==> src/rtl/fetch_sequencer_if.sv <==
// Fetch-stage control bundle: hazard/branch/memory inputs and PC-control outputs.
interface fetch_sequencer_if #(
    parameter int unsigned WIDTH       = 24,
    parameter int unsigned COUNT_WIDTH = 16
);
    logic                   start;
    logic                   halt;
    logic                   stall;
    logic                   branch_taken;
    logic [WIDTH-1:0]       branch_target;
    logic                   mem_ready;
    logic                   mem_req;
    logic                   pc_enable;
    logic                   pc_select;
    logic [WIDTH-1:0]       new_pc;
    logic                   fetch_valid;
    logic                   flush;
    logic                   running;
    logic [COUNT_WIDTH-1:0] fetch_count;

    // Sequencer side
    modport slave (
        input  start, halt, stall, branch_taken, branch_target, mem_ready,
        output mem_req, pc_enable, pc_select, new_pc, fetch_valid, flush,
               running, fetch_count
    );

    // Pipeline/environment side
    modport master (
        output start, halt, stall, branch_taken, branch_target, mem_ready,
        input  mem_req, pc_enable, pc_select, new_pc, fetch_valid, flush,
               running, fetch_count
    );
endinterface

==> src/rtl/fetch_sequencer.sv <==
// Fetch-stage sequencer: PC enable/select, redirects, halt/resume, flush and fetch counting.
module fetch_sequencer #(
    parameter int unsigned     WIDTH        = 24,
    parameter logic [WIDTH-1:0] RESET_VECTOR = '0,
    parameter int unsigned     FLUSH_CYCLES = 2,
    parameter int unsigned     COUNT_WIDTH  = 16
) (
    input  logic               i_clock,
    input  logic               i_reset,
    fetch_sequencer_if.slave   bus
);

    localparam int unsigned    FC_W         = 4;
    localparam logic [FC_W-1:0] FLUSH_RELOAD = FC_W'(FLUSH_CYCLES - 1);

    typedef enum logic [1:0] {
        S_IDLE   = 2'd0,
        S_RUN    = 2'd1,
        S_HALTED = 2'd2
    } state_t;

    state_t                 r_state;
    logic [FC_W-1:0]        r_flush_cnt;
    logic [COUNT_WIDTH-1:0] r_fetch_count;

    state_t                 w_next_state;
    logic [FC_W-1:0]        w_next_flush_cnt;
    logic                   w_redirect;
    logic                   w_mem_req;
    logic                   w_pc_enable;
    logic                   w_pc_select;
    logic [WIDTH-1:0]       w_new_pc;
    logic                   w_fetch_valid;
    logic                   w_running;
    logic                   w_flush;

    // Next-state and same-cycle PC control decisions
    always_comb begin
        w_next_state     = r_state;
        w_next_flush_cnt = (r_flush_cnt != '0) ? r_flush_cnt - FC_W'(1) : '0;
        w_redirect       = 1'b0;
        w_mem_req        = 1'b0;
        w_pc_enable      = 1'b0;
        w_pc_select      = 1'b0;
        w_new_pc         = '0;
        w_fetch_valid    = 1'b0;
        w_running        = 1'b0;

        case (r_state)
            S_IDLE: begin
                if (bus.start) begin
                    w_pc_enable  = 1'b1;
                    w_pc_select  = 1'b1;
                    w_new_pc     = RESET_VECTOR;
                    w_next_state = S_RUN;
                end
            end
            S_RUN: begin
                w_mem_req = 1'b1;
                w_running = 1'b1;
                // halt outranks a redirect, which outranks stall/mem_ready
                if (bus.halt) begin
                    w_next_state = S_HALTED;
                end else if (bus.branch_taken) begin
                    w_redirect       = 1'b1;
                    w_pc_enable      = 1'b1;
                    w_pc_select      = 1'b1;
                    w_new_pc         = bus.branch_target;
                    w_next_flush_cnt = FLUSH_RELOAD;
                end else begin
                    w_pc_enable   = bus.mem_ready & ~bus.stall;
                    w_fetch_valid = bus.mem_ready & ~bus.stall;
                end
            end
            S_HALTED: begin
                if (bus.start) begin
                    w_next_state = S_RUN;
                end
            end
            default: begin
                w_next_state = S_IDLE;
            end
        endcase

        w_flush = w_redirect | (r_flush_cnt != '0);
    end

    always_ff @(posedge i_clock) begin
        if (i_reset) begin
            r_state       <= S_IDLE;
            r_flush_cnt   <= '0;
            r_fetch_count <= '0;
        end else begin
            r_state     <= w_next_state;
            r_flush_cnt <= w_next_flush_cnt;
            if (w_fetch_valid) begin
                r_fetch_count <= r_fetch_count + COUNT_WIDTH'(1);
            end
        end
    end

    // Everything reads as zero while reset is held, even before the first edge
    assign bus.mem_req     = w_mem_req     & ~i_reset;
    assign bus.pc_enable   = w_pc_enable   & ~i_reset;
    assign bus.pc_select   = w_pc_select   & ~i_reset;
    assign bus.new_pc      = i_reset ? '0 : w_new_pc;
    assign bus.fetch_valid = w_fetch_valid & ~i_reset;
    assign bus.flush       = w_flush       & ~i_reset;
    assign bus.running     = w_running     & ~i_reset;
    assign bus.fetch_count = i_reset ? '0 : r_fetch_count;

endmodule

==> src/flat_wrapper.sv <==
// flat-port wrapper written by rule: the top's interface ports become plain ports
module fetch_sequencer_flat 
#(
    parameter int unsigned     WIDTH        = 24,
    parameter logic [WIDTH-1:0] RESET_VECTOR = '0,
    parameter int unsigned     FLUSH_CYCLES = 2,
    parameter int unsigned     COUNT_WIDTH  = 16
)
  (i_clock, i_reset, bus_start, bus_halt, bus_stall, bus_branch_taken, bus_branch_target, bus_mem_ready, bus_mem_req, bus_pc_enable, bus_pc_select, bus_new_pc, bus_fetch_valid, bus_flush, bus_running, bus_fetch_count);
  fetch_sequencer_if #(.WIDTH(WIDTH), .COUNT_WIDTH(COUNT_WIDTH)) bus_i ();
  input  logic i_clock;
  input  logic i_reset;
  input wire logic [$bits(bus_i.start)-1:0] bus_start;
  input wire logic [$bits(bus_i.halt)-1:0] bus_halt;
  input wire logic [$bits(bus_i.stall)-1:0] bus_stall;
  input wire logic [$bits(bus_i.branch_taken)-1:0] bus_branch_taken;
  input wire logic [$bits(bus_i.branch_target)-1:0] bus_branch_target;
  input wire logic [$bits(bus_i.mem_ready)-1:0] bus_mem_ready;
  output wire logic [$bits(bus_i.mem_req)-1:0] bus_mem_req;
  output wire logic [$bits(bus_i.pc_enable)-1:0] bus_pc_enable;
  output wire logic [$bits(bus_i.pc_select)-1:0] bus_pc_select;
  output wire logic [$bits(bus_i.new_pc)-1:0] bus_new_pc;
  output wire logic [$bits(bus_i.fetch_valid)-1:0] bus_fetch_valid;
  output wire logic [$bits(bus_i.flush)-1:0] bus_flush;
  output wire logic [$bits(bus_i.running)-1:0] bus_running;
  output wire logic [$bits(bus_i.fetch_count)-1:0] bus_fetch_count;
  assign bus_i.start = bus_start;
  assign bus_i.halt = bus_halt;
  assign bus_i.stall = bus_stall;
  assign bus_i.branch_taken = bus_branch_taken;
  assign bus_i.branch_target = bus_branch_target;
  assign bus_i.mem_ready = bus_mem_ready;
  assign bus_mem_req = bus_i.mem_req;
  assign bus_pc_enable = bus_i.pc_enable;
  assign bus_pc_select = bus_i.pc_select;
  assign bus_new_pc = bus_i.new_pc;
  assign bus_fetch_valid = bus_i.fetch_valid;
  assign bus_flush = bus_i.flush;
  assign bus_running = bus_i.running;
  assign bus_fetch_count = bus_i.fetch_count;
  fetch_sequencer #(.WIDTH(WIDTH), .RESET_VECTOR(RESET_VECTOR), .FLUSH_CYCLES(FLUSH_CYCLES), .COUNT_WIDTH(COUNT_WIDTH)) u_core (.i_clock(i_clock), .i_reset(i_reset), .bus(bus_i));
endmodule
==> config.mk <==
export PLATFORM = sky130hd
export DESIGN_NAME = fetch_sequencer_flat
export DESIGN_NICKNAME = d
export VERILOG_FILES = /design/src/rtl/fetch_sequencer_if.sv /design/src/rtl/fetch_sequencer.sv /design/src/flat_wrapper.sv
export SDC_FILE = /design/constraint.sdc
export NUM_CORES = 1
export LEC_CHECK = 0
export BUFFER_PORTS_ARGS = -buffer_cell sky130_fd_sc_hd__buf_2
export CORE_MARGIN = 2
export CORE_UTILIZATION = 39
export CTS_CLUSTER_SIZE = 30
export DETAILED_ROUTE_END_ITERATION = 6
export GPL_ROUTABILITY_DRIVEN = 0
export PLACE_DENSITY = 0.8
export SYNTH_ARGS = -nofsm -noshare
export SYNTH_HDL_FRONTEND = slang
export SYNTH_SLANG_ARGS = --single-unit
==> constraint.sdc <==
create_clock -name i_clock -period 1.97 [get_ports i_clock]
set_input_delay 0 -clock i_clock [delete_from_list [all_inputs] [get_ports i_clock]]
set_output_delay 0 -clock i_clock [all_outputs]
set_load 0.01 [all_outputs]
# After elaboration in Yosys (flattened, before gate mapping)
# Index checks and enable logic that the tools add are counted.
# W data, S select, Z words.
# totals
reg_bits,22
latch_bits,0
ramBits,0
romBits,0
output_inout_bits,46
word_cells,46
n_memories,0
# classes
addsub,2
multipliers,0
div,0
magnitude_cmp,0
eq_ne,4
shift,0
muxes,24
bitwise,9
reduce_logical,4
# op_table
op,n
$mux W24,4
$add A16 B1 Y16 const B,1
$mux W16,1
$mux W4,4
$mux W1,10
$and A1 B1 Y1,6
$mux W2,2
$pmux W1 S2,2
$pmux W2 S2,1
$reduce_bool A4 Y1,1
$sub A4 B1 Y4 const B,1
$eq A2 B1 Y1 const B,1
$eq A2 B2 Y1 const B,1
$logic_not A2 Y1,1
$ne A2 B1 Y1 const B,1
$ne A2 B2 Y1 const B,1
$not A1 Y1,2
$reduce_and A2 Y1,1
$reduce_or A2 Y1,1
$or A1 B1 Y1,1

# Longest topological paths before layout
# depth
depth_word,6
mapped_depth,5

# Least setup slack after synthesis
# OpenSTA, ideal clock, no wires.
# synth_timing
path_type,register -> register
from,register u_core.r_state[1]
to,register u_core.r_fetch_count[13]
setup_time_ps,123
arrival_ps,1847
required_time_ps,1847
slack_ps,0
stages_incl_launch_ff,6
n_path_buf,1
cell_sequence,dfxtp_1 or3b_4 or3_4 buf_6 nor4_2 mux2_1
# synth_via
elab_chain_len,2
# synth_lines
item,line_no,rtl
start: declaration,fetch_sequencer.sv:22,state_t r_state;
start signal: assignment,fetch_sequencer.sv:94,r_state <= w_next_state;
$eq A2 B1 Y1,fetch_sequencer.sv:49,case (r_state)
$mux W1,fetch_sequencer.sv:49,
end signal: assignment,fetch_sequencer.sv:97,r_fetch_count <= r_fetch_count + COUNT_WIDTH'(1);
end: declaration,fetch_sequencer.sv:24,logic [COUNT_WIDTH-1:0] r_fetch_count;
# Every way passes these cells.
# A chain may end at the register's enable or synchronous reset.

# Worst setup path in the final report
# layout_timing
from,register u_core.r_state[0]
to,register u_core.r_fetch_count[13]
# Same word-level chain as after synthesis.

==> impl_metrics.env <==
export IMPL_layout_commonest_cell="buf_2"
export IMPL_slew_viol_final=0
export IMPL_start_kind="flip-flop"
export IMPL_arrival_ns=2.07
export IMPL_final_hold_viol_count=0
export IMPL_avgSynthCellArea_um2=7.852
export IMPL_core_um2=3284
export IMPL_hold_slack_ns=0.05363
export IMPL_ys_seq_elements=22
export IMPL_powerDensity_nw_per_um2=487.2
export IMPL_initial_utilization=0.3992
export IMPL_setup_ws_ns=0.1156
export IMPL_finalCoreUtilization=0.5650
export IMPL_overflow=0
export IMPL_pre_cts_ws_ns=0.05055
export IMPL_placement_io_buffers=76
export IMPL_grt_max_degree=42
export IMPL_syn_cell_area_um2=1311
export IMPL_h_tree_depth=1
export IMPL_drtAntennaViolNets=0
export IMPL_hold_path_depth=3
export IMPL_wirelength_um=3217
export IMPL_synth_cell_types=38
export IMPL_final_layout_size_suffix_gt1_frac=0.3887
export IMPL_syn_num_nets=199
export IMPL_synth_seq_area_share=0.3359
export IMPL_path_class="reg -> reg"
export IMPL_synth_warnings=0
export IMPL_finClkSkew_ns=0.01015
export IMPL_p_leak_uw=0.0009213
export IMPL_tightest_slew_ns=0.6916
export IMPL_dr_pass1_iters=4
export IMPL_placementRows=21
export IMPL_grt_pass1_wl_um=4554
export IMPL_antennaDiodeCount=0
export IMPL_die_w_um=61.99
export IMPL_antenna_found_initial=0
export IMPL_drcViolationCount=0
export IMPL_cp_data_required_time_ns=2.19
export IMPL_irDropWorstVdd_mv=0.2674
export IMPL_wl_per_cell_um=10.98
export IMPL_status="completed"
export IMPL_vias=1384
export IMPL_path_max_fanout=11
export IMPL_vias_per_cell=4.724
export IMPL_die_area_um2=3842
export IMPL_first_iter_violations=74
export IMPL_fin_nets=280
export IMPL_hold_path_class="in -> reg"
export IMPL_synth_edf_count=0
export IMPL_ff2ff_path_depth=4
export IMPL_cts_root_buf="clkbuf_4"
export IMPL_fin_setup_tns_ns=0
export IMPL_die_y_um=61.99
export IMPL_synthArstFlopShare=0
export IMPL_relSlewSlack=0.5389
export IMPL_grtUsageTotal=0.1543
export IMPL_grt_pass1_vias=1118
export IMPL_clkTransAtPathRegs_ns=0.14
export IMPL_clk_path_buf_depth=2
export IMPL_syn_inst=167
export IMPL_areaGrowthSynthToFinish_pct=41.51
export IMPL_setup_viol=0
export IMPL_tritoncts="yes"
export IMPL_synth_flop_cell="dfxtp_1"
export IMPL_mostFrequentLayoutCells="buf_2 (76), and2_1 (24), dfxtp_1 (21)"
export IMPL_finalCritPeriodShare=0.9413
export IMPL_insertion_delay_ns=0.31
export IMPL_ioPinCount=77
export IMPL_finalWorstPathRequiredPeriod_ns=1.854
export IMPL_max_cap_viol_count=0
export IMPL_end_kind="flip-flop"
export IMPL_dp_final_hpwl_um=2420
export IMPL_clock_sinks=22
export IMPL_fmax_mhz=539.3
export IMPL_numCtsBuffers=3
-- report_power, final --
| part | total [uW] | switching (uW) | internal [uW] |
|---|---|---|---|
| Clock | 351 | 146 | 206 |
| Sequential | 451 | 2.44 | 448 |
| Combinational | 102 | 49.7 | 52.2 |
| Total | 904 | 198 | 706 |
-- per-layer routing --
metal  part of all wire  global-route usage  wire (um)  vias to the layer above
li1                   -                   -          -                      728
met3              0.042             0.02484        136                        2
met5                  0                   0          0                        -
met4             0.0019             0.04559          6                        0
met2               0.50              0.2649       1607                       33
met1               0.46              0.1982       1467                      621
-- final timing paths --
check	to	start	slack [ns]
setup / recovery	u_core.r_fetch_count[13]	u_core.r_state[0]	0.12
hold / removal	u_core.r_state[0]	bus_halt	0.05
setup reg to reg	u_core.r_fetch_count[13]	u_core.r_state[0]	0.12
hold reg to reg	u_core.r_flush_cnt[3]	u_core.r_flush_cnt[3]	0.49
-- registers in the layout (all words and copies together), names as in the netlist --
| name | count |
|---|---|
| u_core.r_state | 2 |
| u_core.r_flush_cnt | 4 |
| u_core.r_fetch_count | 16 |
-- cells in the mapped netlist, drive strengths merged, types with 2 or more instances --
| cell | n | area, um^2 |
|---|---|---|
| nor3 | 6 | 30.03 |
| and3 | 3 | 18.77 |
| or3 | 3 | 23.77 |
| xor2 | 4 | 35.03 |
| a21oi | 8 | 40.04 |
| nor2 | 15 | 56.30 |
| buf | 4 | 26.28 |
| clkbuf | 4 | 15.01 |
| nor2b | 15 | 93.84 |
| and4 | 2 | 17.52 |
| or4 | 4 | 30.03 |
| mux2 | 3 | 33.78 |
| inv | 2 | 7.510 |
| xnor2 | 2 | 17.52 |
| o21ai | 6 | 30.03 |
| and2 | 24 | 150.1 |
| nand3 | 4 | 20.02 |
| nand2 | 18 | 67.56 |
| nor3b | 3 | 27.52 |
| nand3b | 2 | 15.01 |
| nand2b | 2 | 12.51 |
| nor4 | 2 | 18.77 |
| dfxtp | 22 | 440.4 |
-- critical path, stage by stage, from the launching register on --
cell	delay [ns]
dfxtp_1	0.35
or3b_4	0.40
or3_4	0.41
nor4_4	0.27
mux2_1	0.34
-- per-stage QoR --
stage / total power [uW] / cells / instance area, um^2
6_report: 904.0 / 293 / 1856
4_1_cts: 902.6 / 292 / 1819
5_1_grt: 942.8 / 293 / 1856
2_1_floorplan: 504.9 / 167 / 1313
3_5_place_dp: 555.2 / 286 / 1747
3_3_place_gp: 553.9 / 286 / 1747
-- logic make-up (layout without fill, tap and decap cells) --
logic type / Yosys count / count (layout) / synth area share
flops: 22 / 22 / 0.3359
simple gates: 106 / 106 / 0.4695
xor+xnor: 6 / 6 / 0.04008
buf+inv: 10 / 90 / 0.03722
compound gates: 19 / 19 / 0.08207
fa+ha+maj: 1 / 1 / 0.009540
mux: 3 / 3 / 0.02576
-- layout make-up --
| cell class | count | area [um^2] |
|---|---|---|
| clock buffer | 3 | 22.52 |
| clock inverter | 1 | 30.03 |
| fill | 315 | 1429 |
| inverter | 2 | 7.507 |
| multi-input combinational | 135 | 847.1 |
| sequential | 22 | 441.7 |
| tap | 46 | 57.56 |
| timing repair buffer | 84 | 449.2 |
-- timing repair --
action                                 CTS  global route
endpoints found under the hold margin    1             0
gates resized for setup                  0             8
setup buffers                            0             0
hold buffers                             2             0
setup endpoints to repair                0            25
No activity file was read; power rests on OpenSTA's default activity.
